## src/rtl/lfm_pinc_gen_pkg.sv

```systemverilog
// lfm_pkg: FSM states, default widths and shadow-config type for the LFM chirp sequencer
package lfm_pkg;
   localparam int PINC_W_DEF = 32;
   localparam int CNT_W_DEF  = 16;
   typedef enum logic [1:0] {IDLE, CHIRP, GAP} state_t;
   typedef struct packed {
      logic [PINC_W_DEF-1:0] f_start;
      logic [PINC_W_DEF-1:0] f_step;
      logic [CNT_W_DEF-1:0]  n_samp;
      logic [CNT_W_DEF-1:0]  n_gap;
      logic [CNT_W_DEF-1:0]  n_chirps;
   } shadow_cfg_t;
endpackage

```

## src/rtl/lfm_pinc_gen.sv

```systemverilog
// lfm_pinc_gen: linear-FM chirp burst sequencer emitting DDS phase increments as an AXI-Stream
module lfm_pinc_gen
   import lfm_pkg::*;
#(
   parameter int PINC_W = PINC_W_DEF,
   parameter int CNT_W  = CNT_W_DEF
) (
   input  logic              sys_clock,
   input  logic              sys_resetn,
   input  logic              start,
   input  logic              stop,
   input  logic [PINC_W-1:0] cfg_f_start,
   input  logic [PINC_W-1:0] cfg_f_step,
   input  logic [CNT_W-1:0]  cfg_n_samp,
   input  logic [CNT_W-1:0]  cfg_n_gap,
   input  logic [CNT_W-1:0]  cfg_n_chirps,
   output logic [PINC_W-1:0] m_axis_pinc_tdata,
   output logic              m_axis_pinc_tvalid,
   input  logic              m_axis_pinc_tready,
   output logic              m_axis_pinc_tlast,
   output logic              m_axis_pinc_tuser,
   output logic              busy,
   output logic              done,
   output logic              cfg_err,
   output logic [CNT_W-1:0]  chirp_idx
);
   state_t            r_state;
   shadow_cfg_t       r_cfg;
   logic [PINC_W-1:0] r_tdata;
   logic              r_tvalid, r_tlast, r_tuser, r_done, r_cfg_err, r_stop_pend;
   logic [CNT_W-1:0]  r_samp, r_gap, r_chirp_idx;
   logic              w_hs, w_abort, w_fin;
   logic [CNT_W-1:0]  w_samp_nxt, w_idx_nxt;

   assign w_hs       = r_tvalid & m_axis_pinc_tready;
   assign w_abort    = stop | r_stop_pend;
   assign w_samp_nxt = r_samp + CNT_W'(1);
   assign w_idx_nxt  = r_chirp_idx + CNT_W'(1);
   assign w_fin      = (r_cfg.n_chirps != '0) && (w_idx_nxt == r_cfg.n_chirps);

   always_ff @(posedge sys_clock) begin
      if (!sys_resetn) begin
         r_state     <= IDLE;
         r_cfg       <= '0;
         r_tdata     <= '0;
         r_tvalid    <= 1'b0;
         r_tlast     <= 1'b0;
         r_tuser     <= 1'b0;
         r_done      <= 1'b0;
         r_cfg_err   <= 1'b0;
         r_stop_pend <= 1'b0;
         r_samp      <= '0;
         r_gap       <= '0;
         r_chirp_idx <= '0;
      end else begin
         r_done    <= 1'b0;
         r_cfg_err <= 1'b0;
         case (r_state)
            IDLE: begin
               if (start && !stop) begin
                  if (cfg_n_samp == '0) begin
                     r_cfg_err <= 1'b1;
                  end else begin
                     r_cfg       <= '{cfg_f_start, cfg_f_step, cfg_n_samp, cfg_n_gap, cfg_n_chirps};
                     r_chirp_idx <= '0;
                     r_samp      <= '0;
                     r_tdata     <= cfg_f_start;
                     r_tuser     <= 1'b1;
                     r_tlast     <= (cfg_n_samp == CNT_W'(1));
                     r_tvalid    <= 1'b1;
                     r_stop_pend <= 1'b0;
                     r_state     <= CHIRP;
                  end
               end
            end
            CHIRP: begin
               if (stop) r_stop_pend <= 1'b1;
               if (w_hs) begin
                  if (r_tlast) begin
                     // chirp boundary: rewind the ramp so the next beat is already staged
                     r_chirp_idx <= w_idx_nxt;
                     r_tdata     <= r_cfg.f_start;
                     r_samp      <= '0;
                     r_tuser     <= 1'b1;
                     r_tlast     <= (r_cfg.n_samp == CNT_W'(1));
                  end else begin
                     r_tdata <= r_tdata + r_cfg.f_step;
                     r_samp  <= w_samp_nxt;
                     r_tuser <= 1'b0;
                     r_tlast <= (w_samp_nxt == r_cfg.n_samp - CNT_W'(1));
                  end
                  if (r_tlast && w_fin) begin
                     r_state     <= IDLE;
                     r_tvalid    <= 1'b0;
                     r_done      <= 1'b1;
                     r_stop_pend <= 1'b0;
                  end else if (w_abort) begin
                     r_state     <= IDLE;
                     r_tvalid    <= 1'b0;
                     r_stop_pend <= 1'b0;
                  end else if (r_tlast && r_cfg.n_gap != '0) begin
                     r_state  <= GAP;
                     r_tvalid <= 1'b0;
                     r_gap    <= '0;
                  end
               end
            end
            GAP: begin
               if (stop) begin
                  r_state <= IDLE;
               end else if (r_gap == r_cfg.n_gap - CNT_W'(1)) begin
                  r_state  <= CHIRP;
                  r_tvalid <= 1'b1;
               end else begin
                  r_gap <= r_gap + CNT_W'(1);
               end
            end
            default: r_state <= IDLE;
         endcase
      end
   end

   assign m_axis_pinc_tdata  = r_tdata;
   assign m_axis_pinc_tvalid = r_tvalid;
   assign m_axis_pinc_tlast  = r_tlast;
   assign m_axis_pinc_tuser  = r_tuser;
   assign busy               = (r_state != IDLE);
   assign done               = r_done;
   assign cfg_err            = r_cfg_err;
   assign chirp_idx          = r_chirp_idx;
endmodule

```

## config.mk

```make
export PLATFORM = sky130hd
export DESIGN_NAME = lfm_pinc_gen
export DESIGN_NICKNAME = d
export VERILOG_FILES = /design/src/rtl/lfm_pinc_gen_pkg.sv /design/src/rtl/lfm_pinc_gen.sv
export SDC_FILE = /design/constraint.sdc
export NUM_CORES = 1
export LEC_CHECK = 0
export ABC_AREA = 1
export CORE_UTILIZATION = 40
export DETAILED_ROUTE_END_ITERATION = 16
export DONT_BUFFER_PORTS = 1
export GPL_ROUTABILITY_DRIVEN = 0
export HOLD_SLACK_MARGIN = 0.12
export MAX_ROUTING_LAYER = met4
export SYNTH_ARGS = -nofsm -noshare
export SYNTH_HDL_FRONTEND = slang
export SYNTH_SLANG_ARGS = --single-unit
export TNS_END_PERCENT = 30
```

## constraint.sdc

```tcl
create_clock -name sys_clock -period 4 [get_ports sys_clock]
set_clock_uncertainty 0.1 [all_clocks]
set_input_delay 0.6 -clock sys_clock [delete_from_list [all_inputs] [get_ports sys_clock]]
set_output_delay 0.6 -clock sys_clock [all_outputs]
set_load 0.01 [all_outputs]
```

==> results of run 1 <==
-- where the power goes --
part	leakage, nW	total, W	switching (W)	internal (W)
clock network	0.271	0.00166	0.000837	0.000824
registers	1.64	0.00313	0.000656	0.00247
logic	3.43	0.00384	0.00253	0.00131
-- per-layer routing --
layer | vias to the layer above | track usage, % | wire length, um
met4 | 0 | 7.00 | 579
met5 | - | - | 0
met2 | 329 | 39.2 | 17100
li1 | 6156 | - | -
met1 | 5494 | 29.5 | 16600
met3 | 34 | 5.39 | 2250
-- sequential cells by signal (all words and copies together), names as in the netlist --
| register | flops |
|---|---|
| r_cfg | 112 |
| m_axis_pinc_tdata | 32 |
| chirp_idx | 16 |
| r_gap | 16 |
| r_samp | 16 |
| r_state | 2 |
| cfg_err | 1 |
| done | 1 |
| m_axis_pinc_tlast | 1 |
| m_axis_pinc_tuser | 1 |
| m_axis_pinc_tvalid | 1 |
| r_stop_pend | 1 |
-- worst max path at each step --
stage / cells after the start / endpoint / slack [ns]
floorplan: 14 / m_axis_pinc_tdata[22]$_SDFFE_PN0P_ / 1.44
global placement: 10 / r_samp[9]$_SDFFE_PN0P_ / 0.84
detailed placement: 10 / r_samp[9]$_SDFFE_PN0P_ / 0.83
CTS: 14 / m_axis_pinc_tdata[22]$_SDFFE_PN0P_ / 0.79
global route: 14 / m_axis_pinc_tdata[22]$_SDFFE_PN0P_ / 0.49
finish: 14 / m_axis_pinc_tdata[22]$_SDFFE_PN0P_ / 0.81
-- placed cells by master, fill, tap and decap left out, types with 5 or more instances in the layout --
cell type	instances
inv_2	5
o211ai_1	11
nor3b_1	5
clkbuf_16	17
nand2_2	9
o21ai_0	202
a211oi_1	18
nor2_2	8
xor2_1	40
inv_1	141
nor3_1	20
o221ai_1	5
nand3b_1	5
a21oi_1	187
nand3_1	100
xnor2_1	27
ha_1	38
nor2_1	361
dfxtp_1	200
a31oi_1	10
o21bai_1	6
nand2_1	324
nor4_1	6
buf_4	9
nand4_1	31
-- cell usage after synthesis, drive strengths merged, types with 27 or more instances --
cell type / count / area (um^2)
nand3: 101 / 510
nand2: 335 / 1280
inv: 146 / 548
clkbuf: 64 / 241
xor2: 41 / 367
ha: 38 / 475
a21oi: 189 / 953
o21ai: 204 / 1020
nor2: 373 / 1440
nand4: 32 / 206
xnor2: 27 / 236
dfxtp: 200 / 4000
-- cell families after synthesis --
kind of cell | Yosys count | share of synthesized area [%]
flops | 200 | 32.6
buf+inv | 231 | 7.44
simple gates | 886 | 30.3
xor+xnor | 71 | 5.46
fa+ha+maj | 39 | 4.04
compound gates | 459 | 20.1
-- per-stage QoR --
step           setup WS (ns)  instances
2_1_floorplan           1.44       1886
3_3_place_gp           0.839       2204
3_5_place_dp           0.830       2204
4_1_cts                0.793       2236
5_1_grt                0.487       2236
6_report               0.809       2236
-- final cells by class --
class | count | share of cell area, %
flip-flops and latches | 200 | 30.6
repair buffers | 11 | 0.823
multi-input cells | 1455 | 56.4
well taps | 390 | 3.73
clock inverters | 12 | 0.708
clock buffers | 20 | 3.42
inverters | 148 | 4.25
==> results.toml, run 1 <==
[outcome]
status = "finished, final reports clean"

[sta]
min_period_over_period_pct = 79.8
hold_violations = 0
hold_ws_ns = 0.193
setup_viol = 0
drv_slew = 0
finalWorstPathRequiredPeriod_ns = 3.19
slew_headroom_pct = 25.8
worstMarginPinSlew_ns = 1.11
rsz0062_at_grt = "false"
tns_ns = 0
max_freq_ghz = 0.313

[detailed_routing]
route.detailed.drc = 0
ant_nets = 0
vias = 12013
drt-total-wl_um = 36500
drtPass1Iterations = 5
drt_iter0_drc = 706
vias_per_cell = 5.37
wl_per_cell_um = 16.3

[clock_network]
cts.sinks = 200
htreeDepth = 4
cts_resized = 0
post_cts_buffers = 0
postCtsHoldBufs = 0
cts_tree = "built"
clk_pin_slew_ns = 0.08
cts.root.buffer_cell = "clkbuf_16"
cts_buffers = 17
cts_buffer_depth = 2
insertion_delay_ns = 0.45

[grt]
antenna_found_initial = 1
grt-ovfl-total = 0
grt_util_all_layers_pct = 24.1
grt_pass1_wl_um = 58000
grt_max_degree = 151
grt_pass1_vias = 11175

[power]
leakage_nw = 5.35
ir_drop_mv = 0.363
power_density_nw_per_um2 = 660
totalPowerFinal_w = 0.00863

[synthesis]
async_flop_share_pct = 0
ys_ff_latch = 200
postSynthCellCount = 1886
yosys.cell_types.count = 51
avgSynthCellArea_um2 = 6.51
syn_area_um2 = 12300
ys_warn_count = 0
syn_nets = 2042
yosysSeqAreaShare_pct = 32.6
dominantRegCellSynth = "dfxtp_1"
synth-edff-count = 0

[worst_setup_path]
slowest_stage = "o21ai_0"
reg2reg_from = "m_axis_pinc_tdata[0]$_SDFFE_PN0P_"
critPathRequiredTime_ns = 4.28
r2r_cells = 14
max_stage_delay_ns = 0.50
end_kind = "flop"
crit_start = "m_axis_pinc_tdata[0]$_SDFFE_PN0P_"
arrival_ns = 3.47
cp_top_family = "compound AO/OA/AOI/OAI gates"
path_cells = "ha_1 -> inv_1 -> fa_1 -> inv_1 -> nand3_1 -> nand2_1 -> a21boi_0 -> o21ai_0 -> a21oi_1 -> o21ai_0 -> nor2_1 -> o21ai_0 -> nand2_1 -> a21oi_1"
crit_top_cell = "o21ai_0"
startpoint_type = "flop"
cp_max_fo = 4
r2r_end = "m_axis_pinc_tdata[22]$_SDFFE_PN0P_"
regToRegSetupSlack_ns = 0.81
critical_path_class = "reg -> reg"
crit_buf_inv = 2

[worst_hold_path]
min_to = "r_cfg[2]$_SDFFE_PN0P_"
hold_depth = 2
hold_start = "sys_resetn"
hold_class = "in -> reg"

[floorplan]
start_util_pct = 41.0
ioPinCount = 171
die_y_um = 177
rows = 63
floorplan.die.width_um = 177
die_area_um2 = 31400
core_um2 = 30000

[run]
drv_cap = 0

[placed_design]
dpl.hpwl_um = 26200
numPortBuffers = 0
place_area_um2 = 12500

[finish]
fin_nets = 1989
drive_above_1_share_pct = 4.23
seqCellArea_um2 = 4000
synthToLayoutAreaGrowth_pct = 6.47
final_core_util_pct = 43.6
post-route-cell-area_um2 = 13100
multiInputGateArea_um2 = 7380
n_antenna_cell = 0
fill_cells = 3202
Power figures use the tool's default switching activity.
==> inputs of run 2 (changes only) <==
==> constraint.sdc (replaced) <==
create_clock -name sys_clock -period 3 [get_ports sys_clock]
set_clock_uncertainty 0.1 [all_clocks]
set_input_delay 0.45 -clock sys_clock [delete_from_list [all_inputs] [get_ports sys_clock]]
set_output_delay 0.45 -clock sys_clock [all_outputs]
set_load 0.01 [all_outputs]
==> run 2 against run 1 <==
  * Critical path depth decreased by 3
  * Fmax increased by 17%
  * Sequential power increased by 31%
  * Final cell count increased by 5.9%
  * Wire length increased by 4.5%
  * Via count increased by 5.5%
  * Sequential share of layout area decreased by 2.9 points
  * Flip-flop and latch count unchanged
  * Combinational power increased by 45%
  * Clock power increased by 49%
  * Global-route usage increased by 1.2 points
  * Critical endpoint is now m_axis_pinc_tdata[19]$_SDFFE_PN0P_
  * Highest routed layer unchanged
==> results.toml, run 2 (synthesized netlist as in run 1, its figures left out) <==
[worst_setup_path]
path_cells = "ha_1 -> a21oi_1 -> nand2_1 -> a21oi_1 -> o21ai_0 -> a21oi_1 -> o21ai_0 -> nand2_1 -> nand2_1 -> o21ai_0 -> a21oi_1"
max_stage_delay_ns = 0.46
slowest_stage = "dfxtp_1"
reg2reg_from = "m_axis_pinc_tdata[2]$_SDFFE_PN0P_"
startpoint_type = "flop"
cp_max_fo = 4
arrival_ns = 2.97
r2r_cells = 11
crit_top_cell = "a21oi_1"
regToRegSetupSlack_ns = 0.27
critical_path_class = "reg -> reg"
end_kind = "flop"
critPathRequiredTime_ns = 3.24
r2r_end = "m_axis_pinc_tdata[19]$_SDFFE_PN0P_"

[grt]
grt_pass1_wl_um = 60800
grt-ovfl-total = 0
grt_max_degree = 148
grt_pass1_vias = 11955
grt_util_all_layers_pct = 25.2
antenna_found_initial = 4

[finish]
fin_cells = 2369
fin_nets = 2118
final_core_util_pct = 48.3
synthToLayoutAreaGrowth_pct = 17.8
final_common_cell = "nor2_1"
mostFrequentLayoutCells = "361 x nor2_1, 324 x nand2_1, 201 x o21ai_0, 200 x dfxtp_1, 187 x a21oi_1"
seqCellArea_um2 = 4000
fill_cells = 3074
multiInputGateArea_um2 = 7380
regMostFlops = "r_cfg"
drive_above_1_share_pct = 5.06
largest_reg_flops = 112

[worst_hold_path]
hold_class = "in -> reg"
hold_depth = 2
hold_start = "cfg_n_gap[0]"
min_to = "r_cfg[16]$_SDFFE_PN0P_"

[detailed_routing]
wl_per_cell_um = 16.1
ant_nets = 0
drtPass1Iterations = 7
drt-total-wl_um = 38100
vias_per_cell = 5.35
route.detailed.drc = 0
vias = 12668
drt_iter0_drc = 767

[clock_network]
insertion_delay_ns = 0.46
htreeDepth = 4
cts.sinks = 200
cts_buffer_depth = 2
cts.root.buffer_cell = "clkbuf_16"
clk_pin_slew_ns = 0.08
cts_tree = "built"
cts_buffers = 17

[outcome]
status = "finished, final reports clean"

[sta]
finalWorstPathRequiredPeriod_ns = 2.73
max_freq_ghz = 0.366
tns_ns = 0
hold_violations = 0
rsz0062_at_grt = "false"
hold_ws_ns = 0.135
drv_slew = 0
min_period_over_period_pct = 91.0
setup_viol = 0
slew_headroom_pct = 53.4
worstMarginPinSlew_ns = 0.699

[floorplan]
die_y_um = 177
ioPinCount = 171
rows = 63
core_um2 = 30000
start_util_pct = 41.0
floorplan.die.width_um = 177
die_area_um2 = 31400

[power]
ir_drop_mv = 0.516
power_density_nw_per_um2 = 840
totalPowerFinal_w = 0.0121
leakage_nw = 5.96

[run]
drv_cap = 0

[placed_design]
numPortBuffers = 0
place_inst = 2222
dpl.hpwl_um = 26900
[run 2: cell types whose count changed in the layout (fill, tap and decap cells not counted), moves of 3 or more]
cell	delta
dlygate4sd3_1	+110
buf_4	+16
inv_8	+3
clkinv_2	-3
diode_2	+4
[run 2: area by class of cell]
type | instances | area share [%]
Clock inverter | 14 | 1.29
Multi-Input combinational cell | 1455 | 51.0
Timing Repair Buffer | 140 | 9.66
Tap cell | 390 | 3.37
Clock buffer | 18 | 3.04
Antenna cell | 4 | 0.0692
Sequential cell | 200 | 27.7
Inverter | 148 | 3.84
[run 2: worst max-delay path, delay by kind of cell, from the launching register on]
kind | cells | cell delay [ns]
flip-flops | 1 | 0.46
AO/OA/AOI/OAI | 7 | 1.50
AND/OR/NAND/NOR | 3 | 0.23
adder cells (fa/ha/maj) | 1 | 0.32
[run 2: what timing repair did]
item,CTS,global route
buffers inserted,0,0
hold buffers,111,0
pin swaps,0,0
endpoints found under the hold margin,148,0
endpoints found under the setup margin,1,2
gates resized for setup,1,2
[run 2: power by group]
part	internal (W)	switching, W
registers	0.00329	0.000803
clock network	0.00130	0.00118
logic	0.00200	0.00357
total	0.00659	0.00556
[run 2: how the worst max path moves through the flow]
stage / depth (start not counted) / start / to
after floorplan: 14 / m_axis_pinc_tdata[0]$_SDFFE_PN0P_ / m_axis_pinc_tdata[22]$_SDFFE_PN0P_
after detailed placement: 14 / m_axis_pinc_tdata[0]$_SDFFE_PN0P_ / m_axis_pinc_tdata[22]$_SDFFE_PN0P_
after global routing: 11 / m_axis_pinc_tdata[2]$_SDFFE_PN0P_ / m_axis_pinc_tdata[27]$_SDFFE_PN0P_
after global placement: 15 / m_axis_pinc_tdata[0]$_SDFFE_PN0P_ / m_axis_pinc_tdata[22]$_SDFFE_PN0P_
after CTS: 14 / m_axis_pinc_tdata[0]$_SDFFE_PN0P_ / m_axis_pinc_tdata[22]$_SDFFE_PN0P_
final: 11 / m_axis_pinc_tdata[2]$_SDFFE_PN0P_ / m_axis_pinc_tdata[19]$_SDFFE_PN0P_
[run 2: metrics by stage]
step                setup slack [ns]  cell area, um^2
finish                         0.270            14500
CTS                            0.185            14400
global placement               0.121            12700
detailed placement            0.0429            12700
floorplan                      0.440            12300
global route                  0.0149            14500
[run 2: routing by layer]
| metal | track usage (%) | part of all wire [%] | routed length, um |
|---|---|---|---|
| met5 | - | 0 | 0 |
| met4 | 9.55 | 2.7 | 1010 |
| met3 | 5.26 | 5.9 | 2260 |
| met2 | 41.4 | 47 | 18000 |
| met1 | 30.2 | 44 | 16900 |
==> inputs of run 3 (changes only) <==
--- a/config.mk
+++ b/config.mk
@@ -10,6 +10,7 @@
 export DETAILED_ROUTE_END_ITERATION = 16
 export DONT_BUFFER_PORTS = 1
 export GPL_ROUTABILITY_DRIVEN = 0
+export GPL_TIMING_DRIVEN = 0
 export HOLD_SLACK_MARGIN = 0.12
 export MAX_ROUTING_LAYER = met4
 export SYNTH_ARGS = -nofsm -noshare
==> run 3 against run 2 <==
  * First-iteration DRC count is 0.91% higher
  * Largest cell class unchanged
  * Flip-flop and latch count unchanged
  * Final area rose by 0.46%
  * Die area is the same
  * Largest power group unchanged
  * Clock power about the same
  * Worst hold slack worse by 0.0068 ns
  * Setup slack got worse by 0.11 ns
  * Total power grew 1.2%
  * Register-to-register slack got worse by 0.11 ns
  * Combinational power grew 0.7%
  * Non-clock buffer count rose by 56
  * Clock-buffer cell count unchanged
==> results.toml, run 3 (synthesized netlist as in run 1, its figures left out) <==
[detailed_routing]
drt_iter0_drc = 774
drtPass1Iterations = 7
route.detailed.drc = 0
vias_per_cell = 5.41
ant_nets = 0
drt-total-wl_um = 42900
vias = 13125
wl_per_cell_um = 17.7

[placed_design]
place_area_um2 = 12800
pre_cts_ws_ns = -0.426
numPortBuffers = 0
dpl.hpwl_um = 32700

[floorplan]
start_util_pct = 41.0
floorplan.die.width_um = 177
ioPinCount = 171
rows = 63
die_y_um = 177
die_area_um2 = 31400
core_um2 = 30000

[clock_network]
cts.sinks = 200
cts.root.buffer_cell = "clkbuf_16"
cts_buffer_depth = 2
cts_tree = "built"
insertion_delay_ns = 0.45
cts_buffers = 17
clk_pin_slew_ns = 0.08
htreeDepth = 4

[grt]
grt-ovfl-total = 0
grt_max_degree = 19
antenna_found_initial = 3
grt_util_all_layers_pct = 27.8
grt_pass1_vias = 12406
grt_pass1_wl_um = 65500

[finish]
post-route-cell-area_um2 = 14500
fin_nets = 2174
largest_reg_flops = 112
synthToLayoutAreaGrowth_pct = 18.3
multiInputGateArea_um2 = 7370
seqCellArea_um2 = 4010
regMostFlops = "r_cfg"
final_common_cell = "nor2_1"
mostFrequentLayoutCells = "361 x nor2_1, 326 x nand2_1, 200 x o21ai_0, 197 x dfxtp_1, 187 x a21oi_1"
drive_above_1_share_pct = 4.33
fill_cells = 3053

[outcome]
status = "finished, final reports clean"

[worst_setup_path]
arrival_ns = 3.07
cp_max_fo = 4
critical_path_class = "reg -> reg"
startpoint_type = "flop"
end_kind = "flop"
critPathRequiredTime_ns = 3.23

[sta]
setup_ws_ns = 0.158
setup_viol = 0
min_period_over_period_pct = 94.7
rsz0062_at_grt = "false"
drv_slew = 0
hold_violations = 0
tns_ns = 0
slew_headroom_pct = 43.5
worstMarginPinSlew_ns = 0.847
max_freq_ghz = 0.352
finalWorstPathRequiredPeriod_ns = 2.84

[run]
drv_cap = 0

[power]
clkPwrFrac_pct = 20.3
leakage_nw = 5.93
intPower_w = 0.00655
power_density_nw_per_um2 = 846
switching_share_pct = 46.7
p_switching_w = 0.00574
combPwrFrac_pct = 45.6
ir_drop_mv = 0.464
seqPwrFrac_pct = 34.1

[worst_hold_path]
hold_class = "in -> reg"
-- run 3: layout make-up --
class | count | area share [%]
Antenna cell | 3 | 0.0517
Buffer | 83 | 2.46
Clock buffer | 18 | 2.95
Clock inverter | 14 | 1.30
Inverter | 148 | 3.82
Multi-Input combinational cell | 1455 | 50.7
Sequential cell | 200 | 27.6
Tap cell | 390 | 3.36
Timing Repair Buffer | 113 | 7.75
-- run 3: through the flow --
step                utilization [%]  instances  total power [W]  hold slack (ns)
floorplan                         -       1886          0.00797            0.324
global placement               42.6       2276          0.00954            0.336
detailed placement             42.6       2276          0.00961            0.349
CTS                            48.4       2419           0.0123            0.122
global route                   48.5       2424           0.0132            0.136
finish                         48.5       2424           0.0123            0.129
-- run 3: routing by layer --
metal	up-vias	global-route usage [%]	wire length, um
met5	-	-	0
met4	0	8.37	951
met3	55	5.76	3040
met2	449	47.2	20700
met1	6092	32.9	18300
li1	6529	-	-
-- run 3: power by group through the flow --
stage | clock, W | sequential [W] | combinational (W)
after CTS | 0.00253 | 0.00418 | 0.00555
after global placement | 0 | 0.00423 | 0.00531
after floorplan | 0 | 0.00394 | 0.00403
after global routing | 0.00263 | 0.00427 | 0.00628
after detailed placement | 0 | 0.00423 | 0.00538
final | 0.00249 | 0.00419 | 0.00561
-- run 3: what timing repair did --
action | 4_1_cts | 5_1_grt
gates resized for setup | 4 | 4
buffers inserted | 0 | 2
endpoints found under the setup margin | 6 | 23
hold buffers | 111 | 0
hold endpoints to repair | 135 | 0
pin swaps | 0 | 1
-- run 3: worst paths after layout --
path / slack (ns) / depth (start not counted) / startpoint / endpoint
setup reg to reg: 0.16 / 15 / m_axis_pinc_tdata[0]$_SDFFE_PN0P_ / m_axis_pinc_tdata[22]$_SDFFE_PN0P_
setup / recovery: 0.16 / 15 / m_axis_pinc_tdata[0]$_SDFFE_PN0P_ / m_axis_pinc_tdata[22]$_SDFFE_PN0P_
hold reg to reg: 0.36 / 2 / r_cfg[87]$_SDFFE_PN0P_ / r_cfg[87]$_SDFFE_PN0P_
hold / removal: 0.13 / 2 / cfg_n_chirps[14] / r_cfg[14]$_SDFFE_PN0P_
-- run 3: worst max-delay path, cell delays in order (launching register included) --
cell and delay (ns):
dfxtp_2 0.41, ha_1 0.22, inv_1 0.07, fa_1 0.40, inv_1 0.07, nand3_1 0.06
nand2_1 0.14, a21boi_1 0.15, o21ai_2 0.25, a21oi_1 0.18, o21ai_0 0.30, nand2_1 0.08
inv_1 0.06, o21ai_0 0.07, nand2_1 0.10, a21oi_1 0.06
